--- src/rtl/cluster_speriph_plug_arb.sv ---
// Round-robin arbiter that merges NB_PLUGS peripheral-bus plugs onto one target.
// Responses are routed back in order through a FIFO of granted plug indices.
module cluster_speriph_plug_arb #(
    parameter int unsigned NB_PLUGS   = 2,
    parameter int unsigned ID_WIDTH   = 9,
    parameter int unsigned RESP_DEPTH = 4
) (
    input  logic                               clk_i,
    input  logic                               rst_ni,
    input  logic [NB_PLUGS-1:0]                s_req_i,
    input  logic [NB_PLUGS-1:0][31:0]          s_add_i,
    input  logic [NB_PLUGS-1:0]                s_wen_i,
    input  logic [NB_PLUGS-1:0][31:0]          s_wdata_i,
    input  logic [NB_PLUGS-1:0][3:0]           s_be_i,
    input  logic [NB_PLUGS-1:0][ID_WIDTH-1:0]  s_id_i,
    output logic [NB_PLUGS-1:0]                s_gnt_o,
    output logic [NB_PLUGS-1:0]                s_r_valid_o,
    output logic [31:0]                        s_r_rdata_o,
    output logic                               s_r_opc_o,
    output logic [ID_WIDTH-1:0]                s_r_id_o,
    output logic                               m_req_o,
    output logic [31:0]                        m_add_o,
    output logic                               m_wen_o,
    output logic [31:0]                        m_wdata_o,
    output logic [3:0]                         m_be_o,
    output logic [ID_WIDTH-1:0]                m_id_o,
    input  logic                               m_gnt_i,
    input  logic                               m_r_valid_i,
    input  logic [31:0]                        m_r_rdata_i,
    input  logic                               m_r_opc_i,
    input  logic [ID_WIDTH-1:0]                m_r_id_i,
    output logic                               busy_o,
    output logic                               err_o
);

    localparam int unsigned PW = $clog2(NB_PLUGS);
    localparam int unsigned AW = $clog2(RESP_DEPTH);
    localparam int unsigned CW = AW + 1;

    logic [PW-1:0]                  rr_q, rr_d;
    logic [AW-1:0]                  wr_ptr_q, wr_ptr_d;
    logic [AW-1:0]                  rd_ptr_q, rd_ptr_d;
    logic [CW-1:0]                  count_q, count_d;
    logic                           err_q, err_d;
    logic [RESP_DEPTH-1:0][PW-1:0]  fifo_q, fifo_d;

    logic [PW-1:0]                  winner;
    logic [PW-1:0]                  cand;
    logic [PW:0]                    sum;
    logic                           found;
    logic                           full;
    logic                           push;
    logic                           pop;
    logic                           drop;

    // First requesting plug at or above the priority pointer, wrapping.
    always_comb begin
        winner = '0;
        found  = 1'b0;
        cand   = '0;
        sum    = '0;
        for (int unsigned k = 0; k < NB_PLUGS; k++) begin
            sum = {1'b0, rr_q} + (PW+1)'(k);
            if (sum >= (PW+1)'(NB_PLUGS)) begin
                sum = sum - (PW+1)'(NB_PLUGS);
            end
            cand = PW'(sum);
            if (!found && s_req_i[cand]) begin
                winner = cand;
                found  = 1'b1;
            end
        end
    end

    // Request path is a zero-latency mux of the winner's fields.
    assign full      = (count_q == CW'(RESP_DEPTH));
    assign m_req_o   = (|s_req_i) & ~full;
    assign m_add_o   = s_add_i[winner];
    assign m_wen_o   = s_wen_i[winner];
    assign m_wdata_o = s_wdata_i[winner];
    assign m_be_o    = s_be_i[winner];
    assign m_id_o    = s_id_i[winner];

    assign push = m_req_o & m_gnt_i;
    assign pop  = m_r_valid_i & (count_q != '0);
    assign drop = m_r_valid_i & (count_q == '0);

    // Response payload is shared and passed through unqualified.
    assign s_r_rdata_o = m_r_rdata_i;
    assign s_r_opc_o   = m_r_opc_i;
    assign s_r_id_o    = m_r_id_i;

    assign busy_o = (count_q != '0);
    assign err_o  = err_q;

    // Grant/response decode and next-state for pointer, FIFO and error flag.
    always_comb begin
        rr_d        = rr_q;
        wr_ptr_d    = wr_ptr_q;
        rd_ptr_d    = rd_ptr_q;
        fifo_d      = fifo_q;
        err_d       = err_q | drop;
        s_gnt_o     = '0;
        s_r_valid_o = '0;
        count_d     = count_q + CW'(push) - CW'(pop);
        if (push) begin
            s_gnt_o[winner]  = 1'b1;
            fifo_d[wr_ptr_q] = winner;
            wr_ptr_d         = wr_ptr_q + AW'(1);
            rr_d             = (winner == PW'(NB_PLUGS - 1)) ? '0 : winner + PW'(1);
        end
        if (pop) begin
            s_r_valid_o[fifo_q[rd_ptr_q]] = 1'b1;
            rd_ptr_d                      = rd_ptr_q + AW'(1);
        end
    end

    // State registers; reset discards all outstanding entries.
    always_ff @(posedge clk_i or negedge rst_ni) begin
        if (!rst_ni) begin
            rr_q     <= '0;
            wr_ptr_q <= '0;
            rd_ptr_q <= '0;
            count_q  <= '0;
            err_q    <= 1'b0;
            fifo_q   <= '0;
        end else begin
            rr_q     <= rr_d;
            wr_ptr_q <= wr_ptr_d;
            rd_ptr_q <= rd_ptr_d;
            count_q  <= count_d;
            err_q    <= err_d;
            fifo_q   <= fifo_d;
        end
    end

endmodule

--- config.mk ---
export PLATFORM = sky130hd
export DESIGN_NAME = cluster_speriph_plug_arb
export DESIGN_NICKNAME = d
export VERILOG_FILES = /design/src/rtl/cluster_speriph_plug_arb.sv
export SDC_FILE = /design/constraint.sdc
export NUM_CORES = 1
export LEC_CHECK = 0
export ABC_AREA = 0
export BUFFER_PORTS_ARGS = -buffer_cell sky130_fd_sc_hd__buf_2
export CORE_AREA = 2 2 130 132
export DETAILED_ROUTE_END_ITERATION = 16
export DIE_AREA = 0 0 132 134
export PLACE_DENSITY_LB_ADDON = 0.08
export REMOVE_ABC_BUFFERS = 1
export SLEW_MARGIN = 20
export SYNTH_ARGS = -nofsm -noshare
export SYNTH_HDL_FRONTEND = slang
export SYNTH_SLANG_ARGS = --single-unit
export TNS_END_PERCENT = 10
--- constraint.sdc ---
create_clock -name clk_i -period 2.7 [get_ports clk_i]
set_input_delay 0 -clock clk_i [delete_from_list [all_inputs] [get_ports clk_i]]
set_output_delay 0 -clock clk_i [all_outputs]
set_load 0.03 [all_outputs]
======== Yosys cells after proc, flatten, opt, wreduce, memory -nomap -nowiden ========
Cells that the tools add are included.
word-level totals
  flip-flop bits (word level) ............. 13
  bits of input ports ..................... 204
  output and inout bits ................... 127
  logic and storage cells ................. 74
cells by class
  $add $sub $neg .......................... 8
  magnitude comparators ................... 11
  equal/unequal tests ..................... 1
  multiplexer cells ....................... 31
  bitwise gates (word level) .............. 6
  reductions and logical operators ........ 8
operators with widths
  kind                   count
  $mux W32               4
  $mux W9                2
  $mux W1                16
  $lt A1 B2 Y1 const B   4
  $mux W4                2
  $lt A2 B3 Y1 const B   2
  $add A2 B1 Y2 const B  2
  $and A1 B1 Y1          4
  $bwmux W4              1
  $logic_and A1 B1 Y1    4
  $mux W2                2
  $add A3 B1 Y3          1
  $eq A3 B3 Y1 const B   1
  $logic_not A3 Y1       1
  $reduce_bool A3 Y1     1
  $sub A3 B1 Y3          1
  $add A1 B1 Y2 const B  1
  $bmux W1 S2            1
  $demux W1 S1           2
  $demux W1 S2           1
  $ge A1 B1 Y1 const B   2
  $ge A1 B2 Y1 const B   1
  $ge A2 B1 Y1 const B   1
  $ge A2 B2 Y1 const B   1
  6 further kinds        7

======== Longest topological paths before layout ========
Gate-level depths: netlist of run 1.
  depth in word-level cells ............... 13
  mapped depth ............................ 9

======== Worst setup path before layout of run 1 ========
No wires, ideal clock.
  kind .................................... register to register
  start ................................... reg count_q[2]
  end ..................................... reg count_q[2]
  library setup time ...................... 0.123 ns
  arrival ................................. 2.042 ns
  required time ........................... 2.577 ns
  path slack .............................. 0.535 ns
  stages on the path, launching flop included .. 10
  buffers on the path ..................... 0
  cells stage by stage .................... dfrtp_1 > nor3b_4 > nor3b_4 > inv_1 > ha_1 > inv_1 > ha_1 > fa_1 > xnor2_1 > xnor2_1
between the ends
  cells in the longest elaborated chain, start to end .. 6
ends and longest elaborated chain
  item                    RTL line  source
  start, declared         43        logic [CW-1:0] count_q, count_d;
  start signal, assigned  131       count_q <= count_d;
  $eq A3 B3 Y1            76        assign full = (count_q == CW'(RESP_DEPTH));
  $not A1 Y1              77        assign m_req_o = (|s_req_i) & ~full;
  $and A1 B1 Y1           77
  $and A1 B1 Y1           84        assign push = m_req_o & m_gnt_i;
  $add A3 B1 Y3           105       count_d = count_q + CW'(push) - CW'(pop);
  $sub A3 B1 Y3 *         105
  via count_d[2]          43
The timed path passes the listed nets; every way through them passes the cells marked *.
A chain may end at the register's enable or synchronous reset.

======== Worst setup path in the final report of run 1 ========
Same ends and word-level chain as after synthesis.

==> results of run 1 <==
registers in the layout, summed over array words and instances, names as in the netlist:
signal and flops:
fifo_q 4, count_q 3, err_o 1, rr_q 1, wr_ptr_q 2, rd_ptr_q 2
metal layers:
layer  wire length [um]  vias up  global-route usage (%)
met4                 78        4                    1.21
met5                 73        -                    2.78
met3               2230        9                    10.8
met2               5020      208                    18.1
met1               3650      975                    11.7
li1                   -     1026                       -
placed cells by master (no fill, tap or decap):
cell type      instances
a21boi_4               1
and2_1                 2
buf_12                 1
buf_2                246
buf_4                  2
clkbuf_1               1
clkbuf_16              3
dfrtp_1               13
diode_2                1
dlygate4sd3_1          1
fa_1                   1
ha_1                   6
inv_1                  8
mux2_2                78
mux2_4                 5
mux2i_1                1
mux4_2                 1
nand2_1                5
nor2_1                 2
nor2b_1                2
nor3_1                 4
nor3b_4                2
o21bai_1               1
o31a_2                 1
or3_2                  1
xnor2_1                4
xor2_1                 1
power by group through the flow:
stage	sequential [W]	combinational, W	clock, W
2_1_floorplan	0.000380	0.000991	0
3_3_place_gp	0.000389	0.00142	0
3_5_place_dp	0.000389	0.00141	0
4_1_cts	0.000389	0.00141	0.000289
5_1_grt	0.000401	0.00151	0.000302
6_report	0.000386	0.00139	0.000283
worst paths after layout:
| kind | to | from |
|---|---|---|
| setup reg to reg | count_q[2] | count_q[2] |
| setup / recovery | count_q[2] | count_q[2] |
| hold reg to reg | err_o | err_o |
| hold / removal | s_r_rdata_o[4] | m_r_rdata_i[4] |
| min in group asynchronous | err_o | rst_ni |
| max in group asynchronous | wr_ptr_q[0] | rst_ni |
cell families (layout without fill, tap and decap cells):
family	after synthesis	in the layout	synth area share, %
multiplexers	85	85	48.8
buffers and inverters	59	262	21.0
AND/OR/NAND/NOR	18	18	5.76
flip-flops	13	13	16.1
adder cells (fa/ha/maj)	7	7	4.71
XOR/XNOR	5	5	2.17
AO/OA/AOI/OAI	3	3	1.43
other	0	1	0
cell type report:
cell class	count	area, um2
fillers	1870	13000
well taps	220	275
clock buffers	4	78.8
inverters	8	30.0
multi-input cells	118	1280
repair buffers	250	1280
diodes	1	2.50
flip-flops and latches	13	325
stage by stage:
stage                     setup slack (ps)  std cells
after floorplan                       -603        139
after global placement                 581        608
after detailed placement               568        608
after CTS                              554        613
after global routing                   414        614
final                                  553        614
repair_timing:
item | in CTS | in global routing
setup endpoints to repair | 0 | 0
hold buffers | 1 | 0
endpoints found under the hold margin | 13 | 0
worst max-delay path, cell delays in order, from the launching register on:
cell	delay (ps)
dfrtp_1	420
nor3b_4	200
nor3b_4	210
inv_1	70
ha_1	270
inv_1	40
ha_1	180
fa_1	390
xnor2_1	150
xnor2_1	120
==> impl_metrics.tcl, run 1 <==
set metrics [dict create \
    crit_fanout 6 \
    final.setup.tns_ps 0 \
    synth_edf_count 0 \
    hold_depth 0 \
    antenna_found_initial 4 \
    wl_per_cell_um 18.0 \
    drt-total-wl_um 11100 \
    synth.avg_cell_area_um2 10.6 \
    grt.total_usage_pct 11.6 \
    max-clock-path-buffers 2 \
    first_iter_violations 49 \
    yosysTopAreaCell "mux2_2" \
    rsz0062_at_grt "no" \
    rows 47 \
    gp_congestion 0.711 \
    cts_buffers 3 \
    port-buffer-count 246 \
    cts-root-buf "clkbuf_16" \
    post_cts_buffers 0 \
    ys_seq_area_share_pct 16.1 \
    fp.coreArea_um2 16300 \
    layout_min_cycle_time_ps 2150 \
    dpl_cell_area_um2 3170 \
    cts_tree "done" \
    ctsResizeCount 0 \
    slew_headroom_pct 62.7 \
    status "finished, final reports clean" \
    clock_latency_ps 240 \
    critical_path_class "flop to flop" \
    synth_ff_type "dfrtp_1" \
    synth.distinct_cells 23 \
    netlist_instances 190 \
    fin_util_pct 20.0 \
    p_int_w 0.00111 \
    maxSlewViolCount 0 \
    pwr-share-clk_pct 13.7 \
    period_share_pct 79.5 \
    overflow 0 \
    vias 2222 \
    initial_utilization_pct 12.4 \
    power.switching_w 0.000954 \
    path_clk_slew_ps 40 \
    avgViaCountPerCell 3.62 \
    rrSetupSlack_ps 550 \
    grt_max_degree 76 \
    clock_skew_ps 1.45 \
    die_x_um 132 \
    syn2layout_area_growth_pct 61.7 \
    cts.sink_count 13 \
    die_area_um2 17700 \
    max_cap_violations 0 \
    fin_nets 605 \
    drive_gt1_share_pct 86.8 \
    seq_power_share_pct 18.7 \
    sw_frac_of_total_pct 46.3 \
    leakage_nw 1.69 \
    grt_pass1_vias 2350 \
    worstPathRequired_ps 2830 \
    htreeDepth 1 \
    ys_seq_elements 13 \
    ir_worst_vdd_mv 0.197 \
    p_total_w 0.00206 \
    drt_drc_violations_left 0 \
    dieHeight_um 134 \
    cp-end-kind "flop" \
    ys_top_cells_by_count "78 x mux2_2, 43 x buf_4, 13 x dfrtp_1, 8 x inv_1, 6 x ha_1" \
    clock.fmax_mhz 466 \
    synthTopCellsByArea "mux2_2 43%, dfrtp_1 16%, buf_4 16%, ha_1 3.7%, mux2_4 3.7%" \
    design_area_um2 3270 \
    synthArstFlopShare_pct 100 \
    comb_power_share_pct 67.5 \
    hold_slack_ps 0.230 \
    finalSetupViolations 0 \
    reg2reg_depth 9 \
    p_per_area_nw_per_um2 631 \
    ios 331 \
    arrival_ps 2270 \
    critPathLaunchType "flop" \
    yosysMostFrequentCell "mux2_2" \
    drt_first_pass_iters 4 \
    yosys_warnings 0 \
    grt_pass1_wl_um 15000 \
    ant_nets 0 \
    hp-class "input pin to output port" \
    synth_top_area_share_pct 43.5 \
    syn_area_um2 2020 \
    dp.final_hpwl_um 9800 \
    worstMarginPinSlew_ps 558 \
    final_hold_viol_count 0 \
]
No activity file was read; power rests on OpenSTA's default activity.
==> run 2, diff against run 1 <==
--- a/config.mk
+++ b/config.mk
@@ -5,7 +5,7 @@
 export SDC_FILE = /design/constraint.sdc
 export NUM_CORES = 1
 export LEC_CHECK = 0
-export ABC_AREA = 0
+export ABC_AREA = 1
 export BUFFER_PORTS_ARGS = -buffer_cell sky130_fd_sc_hd__buf_2
 export CORE_AREA = 2 2 130 132
 export DETAILED_ROUTE_END_ITERATION = 16
==> constraint.sdc (replaced) <==
create_clock -name clk_i -period 2 [get_ports clk_i]
set_input_delay 0 -clock clk_i [delete_from_list [all_inputs] [get_ports clk_i]]
set_output_delay 0 -clock clk_i [all_outputs]
set_load 0.03 [all_outputs]
==> impl_metrics.tcl, run 2 <==
set metrics [dict create \
    power.switching_w 0.00161 \
    rrSetupSlack_ps 40 \
    final_hold_viol_count 0 \
    fin_nets 793 \
    final.setup.tns_ps 0 \
    ys_top_cells_by_count "252 x nand2_1, 49 x buf_4, 13 x dfrtp_1, 12 x inv_1, 10 x nor2_1" \
    design_area_um2 3360 \
    worstReg2RegEnd "count_q[2]" \
    clock.fmax_mhz 509 \
    max_cap_violations 0 \
    grt_pass1_wl_um 16900 \
    gp_congestion 0.765 \
    synth-compound-area-share_pct 2.03 \
    sw_frac_of_total_pct 53.1 \
    synth_mux_area_share_pct 0 \
    synth_top_family_by_area "simple AND/OR/NAND/NOR gates" \
    syn_area_um2 2030 \
    worstPathRequired_ps 2120 \
    p_int_w 0.00142 \
    synth_xor_area_share_pct 1.29 \
    fp.coreArea_um2 16300 \
    layout_min_cycle_time_ps 1960 \
    drt-total-wl_um 11800 \
    reg2reg_depth 10 \
    cts_tree "done" \
    fin_util_pct 20.6 \
    leakage_nw 2.17 \
    hp-class "input pin to output port" \
    grtUsageMet3_pct 9.03 \
    seq_power_share_pct 16.6 \
    path_clk_slew_ps 50 \
    synthArstFlopShare_pct 100 \
    antenna_found_initial 0 \
    path_delay_family "adder cells" \
    crit_fanout 2 \
    cp-end-kind "flop" \
    critical_path_class "flop to flop" \
    maxSlewViolCount 0 \
    synthTopCellsByArea "nand2_1 47%, buf_4 18%, dfrtp_1 16%, ha_1 3.7%, nand4_1 2.5%" \
    synthAdderAreaFrac_pct 4.68 \
    use_met1_pct 12.6 \
    cts-root-buf "clkbuf_16" \
    rsz0062_at_grt "yes" \
    min_from "m_r_rdata_i[18]" \
    die_area_um2 17700 \
    path_cells "nor2_2 -> nand2_1 -> nand2_2 -> inv_2 -> ha_4 -> inv_2 -> ha_4 -> fa_2 -> xnor2_2 -> xor2_1" \
    synth.avg_cell_area_um2 5.38 \
    drive_gt1_share_pct 47.5 \
    comb_power_share_pct 70.7 \
    slew_headroom_pct 65.9 \
    ys_seq_elements 13 \
    yosys_warnings 0 \
    ios 331 \
    grt.total_usage_pct 12.4 \
    ir_worst_vdd_mv 0.316 \
    drt_first_pass_iters 4 \
    max-clock-path-buffers 2 \
    status "finished, final reports clean" \
    ant_nets 0 \
    cts_buffers 3 \
    syn2layout_area_growth_pct 65.2 \
    arrival_ps 2090 \
    grt_util_met2_pct 21.2 \
    port-buffer-count 246 \
    grt_max_degree 79 \
    drt_drc_violations_left 0 \
    largest_reg_flops 4 \
    slowest_delay_ps 390 \
    synth_top_area_share_pct 46.5 \
    p_per_area_nw_per_um2 904 \
    die_x_um 132 \
    dieHeight_um 134 \
    layout_common_cells "250 x nand2_1, 246 x buf_2, 13 x dfrtp_1" \
    netlist_instances 378 \
    worstHoldEndpoint "s_r_rdata_o[18]" \
    hold_depth 0 \
    cts.sink_count 13 \
    pwr-share-clk_pct 12.7 \
    worstMarginPinSlew_ps 512 \
    busiest_layer "met2" \
    rows 47 \
    dp.final_hpwl_um 9930 \
    vias 2982 \
    yosysTopAreaCell "nand2_1" \
    wl_per_cell_um 14.8 \
    synth_ff_type "dfrtp_1" \
    period_share_pct 98.2 \
    reg_top3 "fifo_q x4, count_q x3" \
    synth.distinct_cells 22 \
    critPathLaunchType "flop" \
    diodes 0 \
    first_iter_violations 108 \
    dpl_cell_area_um2 3190 \
    finalSetupViolations 0 \
    yosysMostFrequentCell "nand2_1" \
    ys_seq_area_share_pct 16.0 \
    critPathBufInv 2 \
    slowest_stage "dfrtp_1" \
    final_common_cell "nand2_1" \
    avgViaCountPerCell 3.72 \
    synth_edf_count 0 \
    synth-simple-area-share_pct 52.4 \
    htreeDepth 1 \
    clock_latency_ps 240 \
    grt_pass1_vias 3022 \
    hold_slack_ps 0.0392 \
    clock_skew_ps 6.06 \
    overflow 0 \
    regMostFlops "fifo_q" \
    rr_startpoint "count_q[1]" \
    initial_utilization_pct 12.5 \
]
## run 2: cell types whose count changed in the layout (fill, tap and decap cells not counted), moves of 4 or more
cell / before / now
nand2_1: 5 / 250
nand4_1: 0 / 8
xnor2_1: 4 / 0
mux2_2: 78 / 0
mux2_4: 5 / 0
nor3_1: 4 / 0
buf_4: 2 / 11
inv_2: 0 / 4
nor2_1: 2 / 9
## run 2: worst max-delay path by stage
stage	startpoint	cells past startpoint	slack [ps]	endpoint
2_1_floorplan	rr_q	4	-580	s_gnt_o[1]
3_3_place_gp	count_q[1]	10	-0.4	count_q[2]
3_5_place_dp	count_q[1]	10	-20	count_q[2]
4_1_cts	count_q[0]	10	10	count_q[2]
5_1_grt	count_q[1]	10	-60	count_q[2]
6_report	count_q[1]	10	40	count_q[2]
## run 2: per-stage QoR
stage	setup slack [ps]	total power (W)	std cells
final	35.6	0.00304	801
after global routing	-58.4	0.00332	801
after CTS	9.61	0.00296	798
after detailed placement	-15.7	0.00254	792
after global placement	-0.418	0.00255	792
after floorplan	-576	0.00180	318
## run 2: repair_timing
action | 4_1_cts | 5_1_grt
setup buffers | 1 | 3
setup endpoints to repair | 1 | 1
resized for setup | 2 | 10
endpoints found under the hold margin | 13 | 0
pin swaps | 3 | 8
hold buffers | 1 | 0
## run 2: final cells by class
cell class / instances / area [um2]
Clock buffer: 4 / 78.8
Fill cell: 1931 / 12900
Inverter: 14 / 52.6
Multi-Input combinational cell: 291 / 1280
Sequential cell: 13 / 325
Tap cell: 220 / 275
Timing Repair Buffer: 259 / 1340
## run 2: power groups by stage
| stage | Sequential (W) | Clock, W | Combinational, W |
|---|---|---|---|
| 5_1_grt | 0.000527 | 0.000414 | 0.00238 |
| 6_report | 0.000503 | 0.000386 | 0.00215 |
| 4_1_cts | 0.000505 | 0.000389 | 0.00207 |
| 3_3_place_gp | 0.000501 | 0 | 0.00205 |
| 2_1_floorplan | 0.000494 | 0 | 0.00130 |
| 3_5_place_dp | 0.000505 | 0 | 0.00204 |
## run 2: cell families after synthesis
group	after synthesis
flops	13
fa+ha+maj	7
xor+xnor	3
simple gates	274
compound gates	7
buf+inv	74
## run 2: worst register-to-register path: stages (launching register included)
cell and delay, ps:
dfrtp_1 390, nor2_2 130, nand2_1 90, nand2_2 80
inv_2 50, ha_4 250, inv_2 40, ha_4 150
fa_2 390, xnor2_2 140, xor2_1 140
## run 2: metal layers
metal	up-vias	wire [um]
met5	-	45
met3	6	1850
met4	2	38
met2	190	5720
met1	1282	4180
li1	1502	-
